===== config.mk =====
export PLATFORM = sky130hd
export DESIGN_NAME = cook_timer
export DESIGN_NICKNAME = d
export VERILOG_FILES = /design/src/rtl/cook_timer.sv
export SDC_FILE = /design/constraint.sdc
export NUM_CORES = 1
export LEC_CHECK = 0
export BUFFER_PORTS_ARGS = -buffer_cell sky130_fd_sc_hd__buf_2
export CAP_MARGIN = 5
export CORE_AREA = 2 2 136 138
export CTS_CLUSTER_DIAMETER = 100
export CTS_CLUSTER_SIZE = 14
export DETAILED_ROUTE_END_ITERATION = 6
export DIE_AREA = 0 0 138 140
export PLACE_DENSITY = 0.59
export SLEW_MARGIN = 20
export SYNTH_ARGS = -nofsm -noshare
export SYNTH_HDL_FRONTEND = slang
export SYNTH_SLANG_ARGS = --single-unit

===== constraint.sdc =====
create_clock -name clock -period 5.03 [get_ports clock]
set_input_delay 1.006 -clock clock [delete_from_list [all_inputs] [get_ports clock]]
set_output_delay 1.006 -clock clock [all_outputs]
set_load 0.02 [all_outputs]

===== src/rtl/cook_timer.sv =====
// cook_timer: MM:SS countdown engine with a 1 Hz tick and an 8-digit multiplexed display
// driver. Digit 5 is scanned blank so the controller can overlay the power level there.
module cook_timer #(
  parameter int unsigned TICK_DIV = 100_000_000,
  parameter int unsigned SCAN_DIV = 100_000
) (
  input  logic       clock,
  input  logic       reset,
  input  logic       start,
  input  logic       pause,
  input  logic       stop,
  input  logic [6:0] min,
  input  logic [6:0] sec,
  output logic       done,
  output logic       running,
  output logic [7:0] an,
  output logic [7:0] dec_cat
);

  localparam int unsigned TW = (TICK_DIV > 1) ? $clog2(TICK_DIV) : 1;
  localparam int unsigned SW = (SCAN_DIV > 1) ? $clog2(SCAN_DIV) : 1;
  localparam logic [TW-1:0] TICK_LAST = TW'(TICK_DIV - 1);
  localparam logic [SW-1:0] SCAN_LAST = SW'(SCAN_DIV - 1);

  typedef enum logic [1:0] {
    IDLE  = 2'd0,
    RUN   = 2'd1,
    PAUSE = 2'd2
  } state_t;

  state_t        state_r;
  state_t        state_n_s;
  logic [6:0]    cnt_m_r;
  logic [6:0]    cnt_m_n_s;
  logic [6:0]    cnt_s_r;
  logic [6:0]    cnt_s_n_s;
  logic [TW-1:0] tick_r;
  logic [TW-1:0] tick_n_s;
  logic          done_r;
  logic          done_n_s;
  logic          running_r;
  logic [SW-1:0] scan_r;
  logic [2:0]    idx_r;
  logic [7:0]    an_r;
  logic [7:0]    an_n_s;
  logic [7:0]    cat_r;
  logic [7:0]    cat_n_s;
  logic [6:0]    min_clamp_s;
  logic [6:0]    sec_clamp_s;
  logic          preset_zero_s;
  logic          tick_wrap_s;
  logic          last_tick_s;

  function automatic logic [7:0] seg_code(input logic [6:0] d);
    case (d)
      7'd0:    seg_code = 8'h03;
      7'd1:    seg_code = 8'h9F;
      7'd2:    seg_code = 8'h25;
      7'd3:    seg_code = 8'h0D;
      7'd4:    seg_code = 8'h99;
      7'd5:    seg_code = 8'h49;
      7'd6:    seg_code = 8'h41;
      7'd7:    seg_code = 8'h1F;
      7'd8:    seg_code = 8'h01;
      7'd9:    seg_code = 8'h09;
      default: seg_code = 8'hFF;
    endcase
  endfunction

  assign min_clamp_s   = (min > 7'd99) ? 7'd99 : min;
  assign sec_clamp_s   = (sec > 7'd59) ? 7'd59 : sec;
  assign preset_zero_s = (min_clamp_s == 7'd0) && (sec_clamp_s == 7'd0);
  assign tick_wrap_s   = (tick_r == TICK_LAST);
  // The only decrement reaching 00:00 is from 00:01; m:00 borrows to (m-1):59.
  assign last_tick_s   = tick_wrap_s && (cnt_m_r == 7'd0) && (cnt_s_r == 7'd1);

  // Next-state, count and tick logic; stop outranks completion, completion outranks pause.
  always_comb begin
    state_n_s = state_r;
    cnt_m_n_s = cnt_m_r;
    cnt_s_n_s = cnt_s_r;
    tick_n_s  = tick_r;
    done_n_s  = 1'b0;
    case (state_r)
      IDLE: begin
        cnt_m_n_s = min_clamp_s;
        cnt_s_n_s = sec_clamp_s;
        tick_n_s  = {TW{1'b0}};
        if (start) begin
          if (preset_zero_s) begin
            done_n_s  = 1'b1;
            state_n_s = IDLE;
          end else begin
            state_n_s = RUN;
          end
        end else begin
          state_n_s = IDLE;
        end
      end
      RUN: begin
        if (stop) begin
          state_n_s = IDLE;
        end else begin
          if (tick_wrap_s) begin
            tick_n_s = {TW{1'b0}};
            if (cnt_s_r != 7'd0) begin
              cnt_s_n_s = cnt_s_r - 7'd1;
            end else if (cnt_m_r != 7'd0) begin
              cnt_m_n_s = cnt_m_r - 7'd1;
              cnt_s_n_s = 7'd59;
            end else begin
              cnt_s_n_s = cnt_s_r;
            end
          end else begin
            tick_n_s = tick_r + TW'(1);
          end
          if (last_tick_s) begin
            state_n_s = IDLE;
            done_n_s  = 1'b1;
          end else if (pause) begin
            state_n_s = PAUSE;
          end else begin
            state_n_s = RUN;
          end
        end
      end
      PAUSE: begin
        if (stop) begin
          state_n_s = IDLE;
        end else if (pause || start) begin
          state_n_s = RUN;
        end else begin
          state_n_s = PAUSE;
        end
      end
      default: begin
        state_n_s = IDLE;
      end
    endcase
  end

  // Countdown registers.
  always_ff @(posedge clock) begin
    if (reset) begin
      state_r   <= IDLE;
      cnt_m_r   <= 7'd0;
      cnt_s_r   <= 7'd0;
      tick_r    <= {TW{1'b0}};
      done_r    <= 1'b0;
      running_r <= 1'b0;
    end else begin
      state_r   <= state_n_s;
      cnt_m_r   <= cnt_m_n_s;
      cnt_s_r   <= cnt_s_n_s;
      tick_r    <= tick_n_s;
      done_r    <= done_n_s;
      running_r <= (state_n_s != IDLE);
    end
  end

  // Free-running digit scan, independent of countdown state.
  always_ff @(posedge clock) begin
    if (reset) begin
      scan_r <= {SW{1'b0}};
      idx_r  <= 3'd0;
    end else if (scan_r == SCAN_LAST) begin
      scan_r <= {SW{1'b0}};
      idx_r  <= idx_r + 3'd1;
    end else begin
      scan_r <= scan_r + SW'(1);
      idx_r  <= idx_r;
    end
  end

  // Digit select and BCD segment lookup for the current scan slot.
  always_comb begin
    an_n_s  = 8'hFF;
    cat_n_s = 8'hFF;
    case (idx_r)
      3'd0: begin
        an_n_s  = 8'hFE;
        cat_n_s = seg_code(cnt_s_r % 7'd10);
      end
      3'd1: begin
        an_n_s  = 8'hFD;
        cat_n_s = seg_code(cnt_s_r / 7'd10);
      end
      3'd2: begin
        an_n_s  = 8'hFB;
        cat_n_s = seg_code(cnt_m_r % 7'd10);
      end
      3'd3: begin
        an_n_s  = 8'hF7;
        cat_n_s = seg_code(cnt_m_r / 7'd10);
      end
      3'd5: begin
        an_n_s  = 8'hDF;
        cat_n_s = 8'hFF;
      end
      default: begin
        an_n_s  = 8'hFF;
        cat_n_s = 8'hFF;
      end
    endcase
  end

  // Registered display drive.
  always_ff @(posedge clock) begin
    if (reset) begin
      an_r  <= 8'hFF;
      cat_r <= 8'hFF;
    end else begin
      an_r  <= an_n_s;
      cat_r <= cat_n_s;
    end
  end

  assign done    = done_r;
  assign running = running_r;
  assign an      = an_r;
  assign dec_cat = cat_r;

endmodule

======== After elaboration in Yosys (flattened, before gate mapping) ========
Memories as Yosys holds them, arrays and structs flattened.
Cells that the tools add are included.
operators by class
  $add $sub $neg .......................... 5
  multipliers ............................. 0
  div/mod/pow operators ................... 4
  order comparisons ....................... 2
  equality and inequality tests ........... 14
  shift operators ......................... 0
  mux-type cells .......................... 34
  bitwise logic cells ..................... 0
  reductions and logical operators ........ 21
operators by type and width
  kind                                                                             number
  7-bit two-way mux                                                                10
  27-bit two-way mux                                                               2
  27-bit case mux with 2 select lines                                              1
  8-bit two-way mux                                                                4
  8-bit case mux with 4 select lines                                               1
  6-bit case mux with 5 select lines                                               1
  7-bit case mux with 2 select lines                                               2
  27-bit by 1-bit adder with 27-bit output, second input constant                  1
  27-bit equality test, second input constant                                      1
  7-bit logical NOT                                                                3
  17-bit by 1-bit adder with 17-bit output, second input constant                  1
  17-bit equality test, second input constant                                      1
  3-bit logical NOT                                                                5
  7-bit by 4-bit divider with 7-bit output, second input constant                  2
  7-bit by 4-bit remainder unit with 7-bit output, second input constant           2
  7-bit nonzero test                                                               2
  7-bit by 1-bit subtractor with 7-bit output, second input constant               2
  2-bit two-way mux                                                                6
  2-bit inequality test, second input constant                                     4
  7-bit by 1-bit equality test with 1-bit output, second input constant            1
  7-bit by 6-bit greater-than comparator with 1-bit output, second input constant  1
  7-bit greater-than comparator, second input constant                             1
  3-bit by 2-bit equality test with 1-bit output, second input constant            2
  2-bit case mux with 3 select lines                                               1
  16 further kinds                                                                 23
word-level totals
  flip-flop bits (word level) ............. 81
  latch bits .............................. 0
  bits in writable memories ............... 0
  memory bits (read-only) ................. 448
  input port bits ......................... 19
  output and inout bits ................... 18
  word-level logic and storage cells ...... 94
  memories ................................ 4
memories
  name             words  bits a word  rd ports  clocked after memory_dff  wr ports  line  RTL
  (no name shown)  16     7            1         0                         0         55    case (d)
  (no name shown)  16     7            1         0                         0         55
  (no name shown)  16     7            1         0                         0         55
  (no name shown)  16     7            1         0                         0         55

======== Longest topological paths before layout ========
Gate-level depths: netlist of the first run.
  depth after elaboration ................. 8
  depth in mapped cells ................... 19
  mapped depth without buffers ............ 16

======== Worst setup path before layout of the first run ========
No wires, ideal clock.
  kind .................................... reg2reg
  start point ............................. register cnt_m_r[4]
  end point ............................... register cat_r[4], in the netlist dec_cat[4]
  library setup time ...................... 139 ps
  data arrival time ....................... 3182 ps
  required time ........................... 4891 ps
  slack ................................... 1709 ps
  stages on the path, launching flop included .. 18
  buffers on the path ..................... 3
  clock period less this slack ............ 3321 ps
  path through ............................ dfxtp_1 buf_2 inv_1 clkbuf_1 nand2_1 nand3_1 and3_1 ha_1 clkbuf_1 inv_1 a31oi_1 o221ai_4 inv_4 xnor2_1 ha_1 and2_1 o31ai_1 nand4_1
on the way
  cells in the longest elaborated chain, start to end .. 4
  elaborated cells between the ends (all ways) .. 9
  those cells by class .................... 2 x div; 3 x mux; 2 x reduce/logical; 2 x memory
ends and longest elaborated chain
  what                                                                                                         line      RTL
  start: declaration                                                                                           33        logic [6:0] cnt_m_r;
  start signal: assignment                                                                                     153       cnt_m_r <= cnt_m_n_s;
  7-bit by 4-bit divider with 7-bit output or 7-bit by 4-bit remainder unit with 7-bit output (tied branches)  194, 190
  memory 16 x 7 bit or 3-bit logical NOT (tied branches)                                                       n/a
  8-bit two-way mux                                                                                            55
  8-bit case mux with 4 select lines *                                                                         179       case (idx_r)
  end signal: assignment                                                                                       214       cat_r <= cat_n_s;
  end: declaration                                                                                             46        logic [7:0] cat_r;
Every way passes the cells marked *; elsewhere a longest branch is shown, timed or not.
A chain may end at the register's enable or synchronous reset.

======== Worst setup path in the final report of the first run ========
  start point ............................. register cnt_m_r[2]
  end point ............................... register cat_r[4], in the netlist dec_cat[4]
The elaborated chain is that of the path after synthesis.

==> results of run 1 <==
[path summary, 6_finish.rpt]
check	cells past startpoint	slack, ns	to	startpoint
worst max register to register	14	1.03	dec_cat[4]$_SDFF_PP1_	cnt_m_r[2]$_SDFFE_PP0P_
worst min-delay path	1	0.47	scan_r[0]$_SDFF_PP0_	scan_r[0]$_SDFF_PP0_
worst min register to register	1	0.47	scan_r[0]$_SDFF_PP0_	scan_r[0]$_SDFF_PP0_
worst max-delay path	14	1.03	dec_cat[4]$_SDFF_PP1_	cnt_m_r[2]$_SDFFE_PP0P_
[state kept, by name, indices dropped and copies added, names as in the netlist]
register	count
running	1
state_r	2
dec_cat	7
tick_r	27
an	5
done	1
scan_r	17
idx_r	3
cnt_m_r	7
cnt_s_r	7
[cells in the final DEF, fill, tap and decap left out, types with 5 or more instances in the layout]
master,count
dfxtp_1,77
nor4_1,5
nand3_1,32
a22oi_1,5
nor3_1,22
inv_1,30
nor2b_1,9
a211oi_1,14
o22ai_1,9
ha_1,34
o31ai_1,6
buf_4,10
xor2_1,28
and3_1,10
nand2_1,75
o21ai_0,38
or3_1,9
o211ai_1,7
and2_1,5
mux2i_1,6
nand2b_1,10
a21oi_1,58
xnor2_1,16
a31oi_1,9
buf_2,32
a21o_1,7
nand4_1,12
clkbuf_16,9
nand3b_1,5
nor2_1,116
nor3b_1,8
[area by class of cell]
class	count	area (um^2)	area share
multi-input combinational	654	4182	0.6276
sequential	77	1541	0.2314
tap	229	286.5	0.04300
clock buffer	11	252.7	0.03793
timing repair buffer	42	235.2	0.03531
inverter	32	122.6	0.01840
clock inverter	5	42.54	0.006385
[kinds of logic (layout without fill, tap and decap cells)]
group | after synthesis | in the layout | synth area share
AOI/OAI and AO/OA | 209 | 209 | 0.2357
xor gates and xnor gates | 45 | 45 | 0.06546
adders and majority gates | 34 | 34 | 0.06933
buffers and inverters | 89 | 90 | 0.06913
DFF | 77 | 77 | 0.2512
muxes | 12 | 12 | 0.02447
other | 1 | 4 | 0.0006112
and+or+nand+nor | 350 | 350 | 0.2841
[metal layers]
metal / GRT usage / part of all wire / up-vias
li1: - / - / 2927
met1: 0.2276 / 0.49 / 2692
met2: 0.2444 / 0.44 / 157
met3: 0.03043 / 0.049 / 15
met4: 0.05156 / 0.014 / 0
met5: 0 / 0 / -
[stage by stage]
stage	power, mW	cell area [um^2]	util	hold WS (ns)
floorplan	1.387	6147	-	0.4296
global placement	1.565	6367	0.3581	0.4460
detailed placement	1.562	6367	0.3581	0.4534
CTS	2.210	6663	0.3747	0.4685
global route	2.339	6663	0.3747	0.5005
finish	2.198	6663	0.3747	0.4651
[power by group through the flow]
stage               combinational [mW]  sequential, mW  clock [mW]
global placement                 0.845           0.719           0
CTS                              0.847           0.705       0.658
detailed placement               0.843           0.719           0
floorplan                        0.678           0.709           0
finish                           0.854           0.707       0.637
global route                     0.942           0.714       0.682
==> results.toml, run 1 <==
[route]
first_pass_iters = 5
viasPerCell = 5.515
vias = 5791
drc = 0
routedWlPerCell_um = 15.06
postRouteAntennaNets = 0
routed_wl_um = 15810
drtIter0Drc = 447

[die]
initial_core_util = 0.3451
chipWidth_um = 138
num_io_pins = 37
die-height_um = 140
die_area_mm2 = 0.01932
core_area_mm2 = 0.01778
num_rows = 49

[sta]
setup-tns-final_ns = 0
rsz0062_at_grt = "no"
finalHoldViolations = 0
drv_slew = 0
fmax_ghz = 0.2499
final.setup.worst_slack_ns = 1.029
relSlewSlack = 0.3702
skew_ns = 0.009415
setup_viol = 0
tightest_slew_ns = 0.9435
min_period_over_period = 0.7955
fin_crit_ns = 4.001

[setup_path]
cp_slowest_cell = "dfxtp_1"
end_kind = "register"
cp_top_family = "compound AO/OA/AOI/OAI gates"
crit_path_frequent_cell = "ha_1"
crit_fanout = 27
path_buf_inv = 2
worstSetupStartpointType = "register"
worstPathArrival_ns = 4.20
cp.required_ns = 5.23
crit_type = "reg -> reg"
crit_path_max_incr_delay_ns = 0.91
path_cells = "or3b_1 > a21oi_1 > o21ai_0 > and3_1 > ha_1 > inv_1 > a31oi_1 > o221ai_4 > inv_4 > xnor2_1 > ha_1 > and2_1 > o31ai_1 > nand4_1"

[global_route]
antenna_found_initial = 0
grt_usage = 0.1601
first_global_vias = 5228
grt_max_degree = 30
overflow = 0
grt_pass1_wl_um = 25920

[status]
status = "completed"

[power]
p_clk_frac = 0.290
seq_power_share = 0.321
p_leak_nw = 2.439
p_switching_mw = 0.8525
power_frac_comb = 0.389
p_sw_frac = 0.3879
p_per_area_mw_per_mm2 = 329.9
p_int_mw = 1.345
ir_worst_vdd_uv = 174.6

[place]
placed_cells = 1034
finalWeightedCongestion = 0.8459
place_ws_ns = 1.074
dpl.hpwl_um = 11610
numPortBuffers = 32

[clock_tree]
tritoncts = "built"
htreeDepth = 3
postCtsSetupBuffers = 0
cts_buffers = 9
clk_pin_slew_ns = 0.06
hold_buffers = 0
cts_resized = 0
cts_root_buffer = "clkbuf_16"
insertion_delay_ns = 0.35
cts.sinks = 77
cts_buffer_depth = 2

[run]
drv_cap = 0

[yosys]
yosysMostFrequentCell = "nor2_1"
synth_area_leaders = "dfxtp_1 25%, nor2_1 7.1%, ha_1 6.9%"
synth_area_mm2 = 0.006136
synth_top_cell_area_share = 0.2512
ys.flop_type = "dfxtp_1"
yosysTopAreaCell = "dfxtp_1"
synth-seq-cells = 77
synth_area_per_cell_um2 = 7.510
synth_cell_types = 94
yosysSeqAreaShare = 0.2512
synth_warnings = 0
ys_top_cells_by_count = "116 x nor2_1, 77 x dfxtp_1, 75 x nand2_1, 58 x a21oi_1, 38 x o21ai_0"
syn_inst = 817
synth_edf_count = 0
postSynth.asyncResetShare = 0

[cells_and_area]
antenna_cells = 0
drive_gt1_frac = 0.1072
final_nets = 869
fillers = 1871
finalNonFillerCells = 1050
area_growth_pct = 8.585

[worst_hold_path]
worst_hold_path_type = "reg -> reg"
No activity file was read; power rests on OpenSTA's default activity.
==> run 2, diff against run 1 <==
--- a/config.mk
+++ b/config.mk
@@ -5,14 +5,15 @@
 export SDC_FILE = /design/constraint.sdc
 export NUM_CORES = 1
 export LEC_CHECK = 0
+export ABC_AREA = 1
 export BUFFER_PORTS_ARGS = -buffer_cell sky130_fd_sc_hd__buf_2
 export CAP_MARGIN = 5
-export CORE_AREA = 2 2 136 138
+export CORE_AREA = 2 2 128 130
 export CTS_CLUSTER_DIAMETER = 100
 export CTS_CLUSTER_SIZE = 14
 export DETAILED_ROUTE_END_ITERATION = 6
-export DIE_AREA = 0 0 138 140
-export PLACE_DENSITY = 0.59
+export DIE_AREA = 0 0 130 132
+export PLACE_DENSITY = 0.6
 export SLEW_MARGIN = 20
 export SYNTH_ARGS = -nofsm -noshare
 export SYNTH_HDL_FRONTEND = slang
==> constraint.sdc (replaced) <==
create_clock -name clock -period 3.7 [get_ports clock]
set_input_delay 0.74 -clock clock [delete_from_list [all_inputs] [get_ports clock]]
set_output_delay 0.74 -clock clock [all_outputs]
set_load 0.02 [all_outputs]
==> run 2 against run 1 <==
Against the previous run:
- final area decreased by 7.9%
- synthesized area decreased by 11%
- total power increased by 52%
- worst hold slack got worse by 0.017 ns
- combinational power increased by 83%
- synthesized cell count decreased by 0.98%
- clock skew decreased by 0.00079 ns
- flip-flop and latch count unchanged
==> results.toml, run 2 <==
[sta]
min_period_over_period = 0.8789
tightest_slew_ns = 0.7261
relSlewSlack = 0.5118
setup_viol = 0
setup-tns-final_ns = 0
fmax_ghz = 0.3075
finalHoldViolations = 0
fin_crit_ns = 3.252
rsz0062_at_grt = "no"
skew_ns = 0.008623
drv_slew = 0

[yosys]
synth-seq-cells = 77
postSynth.asyncResetShare = 0
synth_warnings = 0
yosysMostFrequentCell = "nand2_1"
synth_area_mm2 = 0.005463
yosysTopAreaCell = "dfxtp_1"
synth_area_leaders = "dfxtp_1 28%, nand2_1 11%, ha_1 7.8%"
yosysSeqAreaShare = 0.2822
synth_cell_types = 55
ys_top_cells_by_count = "159 x nand2_1, 99 x inv_1, 78 x nor2_1, 77 x dfxtp_1, 60 x nand3_1"
synth_edf_count = 0
synth_top_cell_area_share = 0.2822
syn_inst = 809
ys.flop_type = "dfxtp_1"
synth_area_per_cell_um2 = 6.752

[cells_and_area]
fin_util = 0.3907
area_growth_pct = 12.37
mostFrequentLayoutCells = "159 x nand2_1, 99 x inv_1, 78 x nor2_1"
drive_gt1_frac = 0.1578
final_nets = 897
final_common_cell = "nand2_1"
stdcell_area_mm2 = 0.006138
largestRegisters = "tick_r: 27 flops, scan_r: 17 flops"
largest_register_ffs = 27
antenna_cells = 0
regMostFlops = "tick_r"

[clock_tree]
insertion_delay_ns = 0.35
hold_buffers = 0
cts_buffers = 9
htreeDepth = 3
tritoncts = "built"
cts.sinks = 77
cts_root_buffer = "clkbuf_16"
postCtsSetupBuffers = 0
cts_buffer_depth = 2
clk_pin_slew_ns = 0.07
cts_resized = 0

[setup_path]
worstSetupStartpointType = "register"
end_kind = "register"
reg2reg_depth = 21
crit_type = "reg -> reg"
crit_fanout = 8
cp.required_ns = 3.93
worstPathArrival_ns = 3.48

[place]
numPortBuffers = 32
dpl.hpwl_um = 9506
finalWeightedCongestion = 0.8164
placed_cell_area_mm2 = 0.005857

[global_route]
grt_pass1_wl_um = 21400
first_global_vias = 4673
grt_max_degree = 19
antenna_found_initial = 0
overflow = 0
grt_usage = 0.1527

[die]
num_io_pins = 37
num_rows = 46
die-height_um = 132
die_area_mm2 = 0.01716
initial_core_util = 0.3477
core_area_mm2 = 0.01571
chipWidth_um = 130

[route]
routed_wl_um = 12320
viasPerCell = 4.750
postRouteAntennaNets = 0
vias = 5059
routedWlPerCell_um = 11.57
drc = 0
drtIter0Drc = 282
first_pass_iters = 4

[power]
p_leak_nw = 2.649
p_per_area_mw_per_mm2 = 544.3
ir_worst_vdd_uv = 257.2
p_total_mw = 3.341

[worst_hold_path]
worst_hold_path_type = "reg -> reg"
hold_depth = 1

[status]
status = "completed"

[run]
drv_cap = 0
-- run 2: changes by cell type after synthesis, moves of 19 or more --
cell and delta:
nand3_1 +28, nand2_1 +84, nor2_1 -38, inv_1 +69, nand2_2 +24, xor2_1 -19
-- run 2: power breakdown --
group	leakage, nW	total, mW	internal (mW)	switching (mW)
sequential	0.627	0.936	0.889	0.0465
combinational	1.89	1.56	0.532	1.03
clock	0.137	0.843	0.462	0.381
total	2.65	3.34	1.88	1.46
-- run 2: cells by family after synthesis --
logic type / synth area share
adders and majority gates: 0.07787
other: 0.0006865
and+or+nand+nor: 0.3848
AOI/OAI and AO/OA: 0.1402
buffers and inverters: 0.09505
xor gates and xnor gates: 0.01924
DFF: 0.2822
-- run 2: cell type report --
cell class	count	area [um^2]
inverters	118	449.2
clock inverters	7	56.30
repair buffers	35	182.7
fillers	1686	9574
flip-flops and latches	77	1541
well taps	216	270.3
multi-input cells	603	3413
clock buffers	9	225.2
-- run 2: metrics by stage --
stage               hold WS, ns  worst slack, ns  std cells
floorplan                0.4175           0.7956        812
global placement         0.4331           0.5247       1049
detailed placement       0.4402           0.4827       1049
CTS                      0.4560           0.4391       1065
global route             0.4698           0.1350       1065
finish                   0.4484           0.4481       1065
-- run 2: worst paths after layout --
kind                                               to                     from  slack, ns
worst max-delay path            dec_cat[7]$_SDFF_PP1_  cnt_s_r[6]$_SDFFE_PP0P_       0.45
worst min-delay path             scan_r[0]$_SDFF_PP0_     scan_r[0]$_SDFF_PP0_       0.45
worst max register to register  dec_cat[7]$_SDFF_PP1_  cnt_s_r[6]$_SDFFE_PP0P_       0.45
worst min register to register   scan_r[0]$_SDFF_PP0_     scan_r[0]$_SDFF_PP0_       0.45
-- run 2: layer usage --
layer  up-vias  GRT usage  share of wire
li1       2755          -              -
met2        58     0.2403           0.45
met5         -          0              0
met3        11    0.03937          0.032
met1      2235     0.2040           0.50
met4         0    0.04719          0.014
-- run 2: critical path: stages (launching register included) --
cell     delay (ns)
dfxtp_1        0.42
inv_1          0.10
nand2_2        0.09
nand3_2        0.09
nand2_2        0.11
nand3_1        0.09
nand2_2        0.12
nand2_2        0.09
nand2_4        0.08
nand3_1        0.14
nand2_1        0.18
inv_2          0.07
ha_1           0.20
inv_1          0.09
nand3_2        0.11
nand3_4        0.15
inv_1          0.11
ha_1           0.19
or2_2          0.29
a21oi_1        0.15
o221a_2        0.21
nand3_1        0.07
